<file path="src/rtl/regfile_write_arbiter_pkg.sv">
// Shared definitions for the register-file write arbiter and stage D forwarding.
package regfile_write_arbiter_pkg;

  localparam int unsigned REG_IDX_W = 5;
  localparam int unsigned WBR_VALID = 5;
  localparam int unsigned WBR_W     = REG_IDX_W + 1;
  localparam int unsigned DATA_W    = 32;

  typedef enum logic {
    ST_INIT = 1'b0,
    ST_RUN  = 1'b1
  } arb_state_e;

  typedef struct packed {
    logic              we;
    logic [WBR_W-1:0]  wbr;
    logic [DATA_W-1:0] res;
  } rf_write_t;

  // Writeback target for a real write to register idx.
  function automatic logic [WBR_W-1:0] make_wbr(input logic [REG_IDX_W-1:0] idx);
    return {1'b1, idx};
  endfunction

endpackage

</file>
<file path="src/rtl/regfile_write_arbiter_if.sv">
// Requester and register-file write-port signals of the write arbiter.
interface regfile_write_arbiter_if;
  import regfile_write_arbiter_pkg::*;

  logic                 m_valid;
  logic [WBR_W-1:0]     m_wbr;
  logic [DATA_W-1:0]    m_res;
  logic                 s_valid;
  logic                 s_ready;
  logic [REG_IDX_W-1:0] s_wbr;
  logic [DATA_W-1:0]    s_res;
  logic                 rf_we;
  logic [WBR_W-1:0]     rf_wbr;
  logic [DATA_W-1:0]    rf_res;
  logic                 init_done;
  logic                 stall_req;

  modport master (
    output m_valid, m_wbr, m_res, s_valid, s_wbr, s_res,
    input  s_ready, rf_we, rf_wbr, rf_res, init_done, stall_req
  );

  modport slave (
    input  m_valid, m_wbr, m_res, s_valid, s_wbr, s_res,
    output s_ready, rf_we, rf_wbr, rf_res, init_done, stall_req
  );

endinterface

</file>
<file path="src/rtl/regfile_write_arbiter_init_seq.sv">
// Post-reset clear sequencer: walks r0..r(NREGS-1) once and then raises done.
module regfile_init_seq
  import regfile_write_arbiter_pkg::*;
#(
  parameter int unsigned NREGS = 32
) (
  input  logic                 clock,
  input  logic                 reset,
  input  logic                 en,
  output logic [REG_IDX_W-1:0] idx,
  output logic                 last_c,
  output logic                 done
);

  assign last_c = en & (idx == REG_IDX_W'(NREGS - 1));

  always_ff @(posedge clock) begin
    if (reset) begin
      idx  <= '0;
      done <= 1'b0;
    end else if (en) begin
      idx <= idx + REG_IDX_W'(1);
      if (last_c) done <= 1'b1;
    end
  end

endmodule

</file>
<file path="src/rtl/regfile_write_arbiter.sv">
// Single write port owner for the dual-copy register file: clears it after reset,
// then merges M-stage commits with a secondary producer. Optional starvation stall: RF_ARB_STARVE_STALL_EN.
module regfile_write_arbiter
  import regfile_write_arbiter_pkg::*;
#(
  parameter int unsigned STARVE_LIMIT = 8,
  parameter int unsigned NREGS        = 32
) (
  input logic                    clock,
  input logic                    reset,
  regfile_write_arbiter_if.slave bus
);

  arb_state_e           state_q, state_d;
  rf_write_t            wr_q, wr_d;
  logic [REG_IDX_W-1:0] init_idx;
  logic                 init_last_c;
  logic                 init_done;
  logic                 m_write_c;
  logic                 s_ready_c;

  regfile_init_seq #(.NREGS(NREGS)) u_init_seq (
    .clock  (clock),
    .reset  (reset),
    .en     (state_q == ST_INIT),
    .idx    (init_idx),
    .last_c (init_last_c),
    .done   (init_done)
  );

  assign m_write_c = bus.m_valid & bus.m_wbr[WBR_VALID];
  assign s_ready_c = init_done & bus.s_valid & ~m_write_c;

  always_ff @(posedge clock) begin
    if (reset) state_q <= ST_INIT;
    else       state_q <= state_d;
  end

  always_comb begin
    state_d = state_q;
    case (state_q)
      ST_INIT: if (init_last_c) state_d = ST_RUN;
      ST_RUN:  state_d = ST_RUN;
      default: state_d = ST_INIT;
    endcase
  end

  // Next write-port value; data holds when the port is idle.
  always_comb begin
    wr_d     = wr_q;
    wr_d.we  = 1'b0;
    wr_d.wbr = '0;
    case (state_q)
      ST_INIT: begin
        wr_d.we  = 1'b1;
        wr_d.wbr = make_wbr(init_idx);
        wr_d.res = '0;
      end
      ST_RUN: begin
        if (m_write_c) begin
          wr_d.we  = 1'b1;
          wr_d.wbr = bus.m_wbr;
          wr_d.res = bus.m_res;
        end else if (s_ready_c && (bus.s_wbr != '0)) begin
          // r0 is handshaken but never written so bypass sees wbr bit5 low.
          wr_d.we  = 1'b1;
          wr_d.wbr = make_wbr(bus.s_wbr);
          wr_d.res = bus.s_res;
        end
      end
      default: ;
    endcase
  end

  always_ff @(posedge clock) begin
    if (reset) wr_q <= '0;
    else       wr_q <= wr_d;
  end

  assign bus.rf_we     = wr_q.we;
  assign bus.rf_wbr    = wr_q.wbr;
  assign bus.rf_res    = wr_q.res;
  assign bus.init_done = init_done;
  assign bus.s_ready   = s_ready_c;

`ifdef RF_ARB_STARVE_STALL_EN
  localparam int unsigned STARVE_W = $clog2(STARVE_LIMIT + 1);

  logic [STARVE_W-1:0] starve_q, starve_d;
  logic                stall_q, stall_d;

  // Count lost arbitration rounds; the stall pulse itself clears the count.
  always_comb begin
    starve_d = starve_q;
    if ((state_q != ST_RUN) || !bus.s_valid || s_ready_c || stall_q)
      starve_d = '0;
    else if (starve_q != STARVE_W'(STARVE_LIMIT))
      starve_d = starve_q + STARVE_W'(1);
    stall_d = (starve_d == STARVE_W'(STARVE_LIMIT));
  end

  always_ff @(posedge clock) begin
    if (reset) begin
      starve_q <= '0;
      stall_q  <= 1'b0;
    end else begin
      starve_q <= starve_d;
      stall_q  <= stall_d;
    end
  end

  assign bus.stall_req = stall_q;
`else
  assign bus.stall_req = 1'b0;
`endif

endmodule

</file>
<file path="src/flat_wrapper.sv">
// flat-port wrapper written by rule: the top's interface ports become plain ports
module regfile_write_arbiter_flat import regfile_write_arbiter_pkg::*;
#(
  parameter int unsigned STARVE_LIMIT = 8,
  parameter int unsigned NREGS        = 32
)
  (clock, reset, bus_m_valid, bus_m_wbr, bus_m_res, bus_s_valid, bus_s_wbr, bus_s_res, bus_s_ready, bus_rf_we, bus_rf_wbr, bus_rf_res, bus_init_done, bus_stall_req);
  regfile_write_arbiter_if bus_i ();
  input logic clock;
  input logic reset;
  input wire logic [$bits(bus_i.m_valid)-1:0] bus_m_valid;
  input wire logic [$bits(bus_i.m_wbr)-1:0] bus_m_wbr;
  input wire logic [$bits(bus_i.m_res)-1:0] bus_m_res;
  input wire logic [$bits(bus_i.s_valid)-1:0] bus_s_valid;
  input wire logic [$bits(bus_i.s_wbr)-1:0] bus_s_wbr;
  input wire logic [$bits(bus_i.s_res)-1:0] bus_s_res;
  output wire logic [$bits(bus_i.s_ready)-1:0] bus_s_ready;
  output wire logic [$bits(bus_i.rf_we)-1:0] bus_rf_we;
  output wire logic [$bits(bus_i.rf_wbr)-1:0] bus_rf_wbr;
  output wire logic [$bits(bus_i.rf_res)-1:0] bus_rf_res;
  output wire logic [$bits(bus_i.init_done)-1:0] bus_init_done;
  output wire logic [$bits(bus_i.stall_req)-1:0] bus_stall_req;
  assign bus_i.m_valid = bus_m_valid;
  assign bus_i.m_wbr = bus_m_wbr;
  assign bus_i.m_res = bus_m_res;
  assign bus_i.s_valid = bus_s_valid;
  assign bus_i.s_wbr = bus_s_wbr;
  assign bus_i.s_res = bus_s_res;
  assign bus_s_ready = bus_i.s_ready;
  assign bus_rf_we = bus_i.rf_we;
  assign bus_rf_wbr = bus_i.rf_wbr;
  assign bus_rf_res = bus_i.rf_res;
  assign bus_init_done = bus_i.init_done;
  assign bus_stall_req = bus_i.stall_req;
  regfile_write_arbiter #(.STARVE_LIMIT(STARVE_LIMIT), .NREGS(NREGS)) u_core (.clock(clock), .reset(reset), .bus(bus_i));
endmodule
</file>
<file path="config.mk">
export PLATFORM = sky130hd
export DESIGN_NAME = regfile_write_arbiter_flat
export DESIGN_NICKNAME = d
export VERILOG_FILES = /design/src/rtl/regfile_write_arbiter_pkg.sv /design/src/rtl/regfile_write_arbiter_if.sv /design/src/rtl/regfile_write_arbiter_init_seq.sv /design/src/rtl/regfile_write_arbiter.sv /design/src/flat_wrapper.sv
export SDC_FILE = /design/constraint.sdc
export NUM_CORES = 1
export LEC_CHECK = 0
export ABC_CLOCK_PERIOD_IN_PS = 2100
export CORE_ASPECT_RATIO = 1.4
export CORE_UTILIZATION = 36
export CTS_BUF_LIST = sky130_fd_sc_hd__clkbuf_16
export DETAILED_ROUTE_END_ITERATION = 6
export HOLD_SLACK_MARGIN = 0.06
export PLACE_DENSITY = 0.83
export SYNTH_ARGS = -nofsm -noshare
export SYNTH_HDL_FRONTEND = slang
export SYNTH_SLANG_ARGS = --single-unit
</file>
<file path="constraint.sdc">
create_clock -name clock -period 2.1 [get_ports clock]
set_input_delay 0.315 -clock clock [delete_from_list [all_inputs] [get_ports clock]]
set_output_delay 0.315 -clock clock [all_outputs]
set_load 0.05 [all_outputs]
</file>
Word level (Yosys, flattened, before mapping)
Index checks and enable logic that the tools add are counted.
{"block": "totals", "reg_bits": 46, "latchBits": 0, "ramBits": 0, "rom_bits": 0, "inputBits": 79, "wordCells": 23, "memories": 0}
{"block": "classes", "add_sub_neg": 1, "mul": 0, "div": 0, "order_cmp": 0, "n_eq_ne": 2, "n_shift": 0, "n_mux": 5, "n_bitwise": 6, "reduce_logical": 3}
{"op": "$mux W39", "n": 2}
{"op": "$pmux W39 S2", "n": 1}
{"op": "$add A5 B1 Y5 const B", "n": 1}
{"op": "$eq A5 B5 Y1 const B", "n": 1}
{"op": "$reduce_bool A5 Y1", "n": 1}
{"op": "$and A1 B1 Y1", "n": 4}
{"op": "$ne A3 B3 Y1 const B", "n": 1}
{"op": "$not A1 Y1", "n": 2}
{"op": "$pmux W1 S2", "n": 1}
{"op": "$reduce_and A2 Y1", "n": 1}
{"op": "$logic_and A1 B1 Y1", "n": 1}
{"op": "$mux W1", "n": 1}

Longest topological paths before layout
{"block": "logic_depth", "word_depth": 7, "ltp_mapped": 6}

Modules after synthesis
From an unflattened synthesis, not the netlist that was laid out.
{"block": "unflattened", "hier_cells": 212, "hier_area_um2": 1968.1}
{"mod": "regfile_write_arbiter", "instances": 1, "cells_each": 186, "area_per_inst_um2": 1680.4, "seq_area_each_um2": 800.8}
{"mod": "regfile_init_seq", "instances": 1, "cells_each": 26, "area_per_inst_um2": 287.8, "seq_area_each_um2": 120.1}

Worst setup path before layout
OpenSTA, ideal clock, no wires.
{"block": "synth_path", "path_type": "register to register", "from": "reg u_core.u_init_seq.done", "to": "reg u_core.wr_q (netlist bit u_core.bus.rf_wbr[0])", "setup_time_ps": 79, "t_arrival_ps": 1876, "required_time_ps": 2021, "path_slack_ps": 145, "stages_incl_launch_ff": 6, "path_buffers": 1, "period_less_slack_ps": 1955, "path_cell_list": "dfxtp_1 and2_1 and2_1 clkbuf_1 a221oi_1 nor3_1"}
{"block": "synth_via", "elab_chain_cells": 6}
{"element": "start: declaration", "line_no": "regfile_write_arbiter_init_seq.sv:12", "source": "output logic done"}
{"element": "start signal: assignment", "line_no": "regfile_write_arbiter_init_seq.sv:20", "source": "done <= 1'b0;"}
{"element": "start signal: assignment", "line_no": "regfile_write_arbiter_init_seq.sv:23", "source": "if (last_c) done <= 1'b1;"}
{"element": "$and A1 B1 Y1 (2 in series)", "line_no": "regfile_write_arbiter.sv:32", "source": "assign s_ready_c = init_done & bus.s_valid & ~m_write_c;"}
{"element": "via bus_s_ready", "line_no": "flat_wrapper.sv:17", "source": "output wire logic [$bits(bus_i.s_ready)-1:0] bus_s_ready;"}
{"element": "$logic_and A1 B1 Y1", "line_no": "regfile_write_arbiter.sv:64", "source": "end else if (s_ready_c && (bus.s_wbr != '0)) begin"}
{"element": "$mux W39", "line_no": "regfile_write_arbiter.sv:64"}
{"element": "$mux W39", "line_no": "regfile_write_arbiter.sv:60", "source": "if (m_write_c) begin"}
{"element": "$pmux W39 S2", "line_no": "regfile_write_arbiter.sv:53", "source": "case (state_q)"}
{"element": "end signal: assignment", "line_no": "regfile_write_arbiter.sv:77", "source": "else wr_q <= wr_d;"}
{"element": "end: declaration", "line_no": "regfile_write_arbiter.sv:15", "source": "rf_write_t wr_q, wr_d;"}
The timed path passes the listed nets, and every way through them passes these cells. The select of a mux whose other input is x is not followed.
A chain may end at the register's enable or synchronous reset.

Worst setup path after layout
{"block": "layout_path", "from": "in bus_s_wbr[3]", "to": "reg u_core.wr_q (netlist bit u_core.bus.rf_res[20])"}
{"block": "layout_via", "elab_chain_cells": 3}
{"element": "start: declaration", "line_no": "flat_wrapper.sv:15", "source": "input wire logic [$bits(bus_i.s_wbr)-1:0] bus_s_wbr;"}
{"element": "$reduce_bool A5 Y1", "line_no": "regfile_write_arbiter.sv:64"}
{"element": "$logic_and A1 B1 Y1", "line_no": "regfile_write_arbiter.sv:64"}
{"element": "$ne A3 B3 Y1 (no line)"}
No other way between the ends.

==> metrics.md <==
| Metric | Value |
|---|---|
| Detailed Place HPWL | 4349 um |
| Drt via density | 5.411 |
| Syn nets | 291 |
| Die Y | 88.42 um |
| Clock sinks | 46 |
| Final hold violations | 0 |
| Core area | 5159 sq um |
| CP Capture Type | flop |
| Slowest cell delay on critical path | 0.55 ns |
| Final #Nets | 406 |
| Cts hold-fix bufs | 0 |
| Worst-Margin Slew | 0.5605 ns |
| RSZ-0062 raised after global routing | no |
| Yosys reg bits | 46 |
| CP Launch Type | primary input |
| Post-synth top area share | 47.95% |
| Vias | 2121 |
| Main area contributors after synthesis | dfxtp_1 (48%), a32oi_1 (15%), a21oi_1 (9.1%), nand2_1 (6.4%), buf_6 (3.5%) |
| Filler cell count | 434 |
| Die X | 63.73 um |
| WL per Instance | 15.59 um |
| Num CTS Buffers | 5 |
| GRT Resource Usage Total | 21.41% |
| Avg Inst Size Synth | 9.146 sq um |
| Crit path from | bus_s_wbr[3] |
| FMAX | 554.7 MHz |
| Clock Latency Late Sink | 0.28 ns |
| Multi-input logic area | 865.8 sq um |
| Number of global-route vias before repair | 1948 |
| Post-CTS setup buffer count | 0 |
| Initial DRC Count | 162 |
| Min setup slack post-route | 0.2973 ns |
| Hold path start | reset |
| Fin area | 3334 sq um |
| Core Rows | 31 |
| Proportion of layout cells with a drive suffix above 1 | 7.362% |
| Initial Util | 37.23% |
| Sequential area share after synthesis | 47.95% |
| Max-cap viol count | 0 |
| R2r startpoint | u_core.state_q$_SDFF_PP0_ |
| EDFF count, synth | 0 |
| Status | finished, final reports clean |
| Arr. time, crit path | 2.01 ns |
| Top_reg_cell synth | dfxtp_1 |
| Met3 Usage GRT | 2.706% |
| Routed Antenna Nets | 0 |
| Worst IR drop on VDD | 0.5354 mV |
| Worst path cell trace | clkdlybuf4s50_1, or4_4, o211ai_4, buf_12, a32oi_1, a21oi_1 |
| CTS-repair resized insts | 0 |
| Async S/R FF share, synth | 0% |
| YS warnings | 0 |
| Clock transition at path regs | 0.06 ns |
| Total power | 1.985 mW |
| Setup_tns | 0 ns |
| Leakage Power | 1.153 nW |
| Die area | 5635 sq um |
| Remaining DRCs | 0 |
| Dominant cell type by area after synthesis | dfxtp_1 |
| RD Place Congestion | 0.7856 |
| Overall routed net length | 6111 um |
| DRT Pass-1 Iters | 4 |
| Max-slew headroom | 62.51% |
| Clock skew | 0.002571 ns |
| Mapped Cells | 210 |
| Max Root-Sink Buffers | 2 |
| Worst-path fanout max | 18 |
| GRT overflow | 0 |
| Hold Path Class | in -> reg |
| Setup-failing EPs final | 0 |
| Period utilization | 85.84% |
| Register area | 920.9 sq um |
| Grt peak-use layer | met2 |
| Area after DPL | 3169 sq um |
| Fin. max-slew vios | 0 |
| Initial antenna violation count | 0 |
| Area growth syn-to-layout | 73.62% |
| Crit path kind | in -> reg |
| Met2 Track Usage GR | 40.04% |
| Worst R2R Setup Slack | 0.73 ns |
| Data required time of the worst path | 2.31 ns |
| IO Port Bufs | 119 |
| Pre-CTS setup slack | 0.006788 ns |
| Power Density | 595.4 nW/um^2 |
| Largest net degree at the start of global routing | 28 |
| Worst hold slack | 0.4206 ns |
| Met1 Usage GRT | 24.90% |
| Crit path time final | 1.803 ns |
| IO Count | 121 |
| CTS tree | done |
| CTS root buf | clkbuf_16 |
| Number of diodes | 0 |
| Slowest stage cell, crit path | or4_4 |
| Post-Syn Area | 1921 sq um |
| Cell variety after synth | 25 |
| H-tree levels | 2 |
| First-pass GRT wire length | 9390 um |
==> layer usage <==
metal | wire length (um) | vias up | part of all wire (%)
li1 | - | 1004 | -
met1 | 2457 | 1011 | 40
met2 | 3243 | 99 | 53
met3 | 321 | 7 | 5.3
met4 | 89 | 0 | 1.5
met5 | 0 | - | 0
==> per-stage QoR <==
| step | instances | utilization, % |
|---|---|---|
| after floorplan | 210 | - |
| after global placement | 384 | 61.44 |
| after detailed placement | 384 | 61.44 |
| after CTS | 392 | 64.64 |
| after global routing | 392 | 64.64 |
| final | 392 | 64.64 |
==> Yosys cell counts, types with 2 or more instances <==
master and number:
a221oi_1 5, clkbuf_1 7, nand2_1 33, buf_2 6
a32oi_1 32, mux2i_1 2, buf_6 6, dfxtp_1 46
nor2_1 15, nor3_1 5, ha_1 2, and2_1 3
xor2_1 2, a21oi_1 35
==> report_power, final <==
| part | total [mW] | switching (mW) | internal [mW] |
|---|---|---|---|
| logic | 0.223 | 0.0779 | 0.145 |
| registers | 0.890 | 0.00732 | 0.883 |
| clock network | 0.872 | 0.316 | 0.557 |
| total | 1.99 | 0.401 | 1.58 |
==> layout by cell type, fill, tap and decap left out, types with 3 or more instances in the layout <==
cell type        instances
a32oi_1                 32
nand2_1                 33
a221oi_1                 5
nor2_1                  13
dfxtp_1                 46
nor3_1                   5
a21oi_1                 35
buf_12                   3
buf_4                    8
clkdlybuf4s50_1        117
clkbuf_16                5
and2_1                   3
==> final timing paths <==
check	endpoint	cells past startpoint
max	u_core.bus.rf_res[20]$_SDFFE_PP0P_	6
max reg2reg	u_core.bus.rf_res[9]$_SDFFE_PP0P_	5
min reg2reg	u_core.u_init_seq.done$_SDFFE_PP0P_	2
min	u_core.u_init_seq.idx[4]$_SDFFE_PP0N_	2
==> area by class of cell <==
type	instances	share of cell area (%)
Clock buffer	5	3.752
Clock inverter	3	1.201
Inverter	1	0.1126
Multi-Input combinational cell	142	25.97
Sequential cell	46	27.62
Tap cell	66	2.477
Timing Repair Buffer	129	38.87
==> kinds of logic (layout without fill, tap and decap cells) <==
family	count (synthesis)	count (layout)	synth area share, %
DFF	46	46	47.95
adders and majority gates	2	2	1.303
and+or+nand+nor	60	60	13.23
xor gates and xnor gates	3	3	1.368
buffers and inverters	22	138	7.231
muxes	2	2	1.042
AOI/OAI and AO/OA	74	74	27.69
other	1	1	0.1953
==> sequential cells by signal, indices dropped and copies added, names as in the netlist <==
name and count:
u_core.bus.rf_res 32, u_core.bus.rf_wbr 6, u_core.u_init_seq.idx 5, u_core.bus.rf_we 1, u_core.state_q 1, u_core.u_init_seq.done 1
==> worst max-delay path, delay by kind of cell <==
kind,cells,cell delay [ns]
AND/OR/NAND/NOR,1,0.55
AO/OA/AOI/OAI,3,0.50
buffers and inverters,2,0.64
Note: power is estimated with default switching activity, not from simulation.
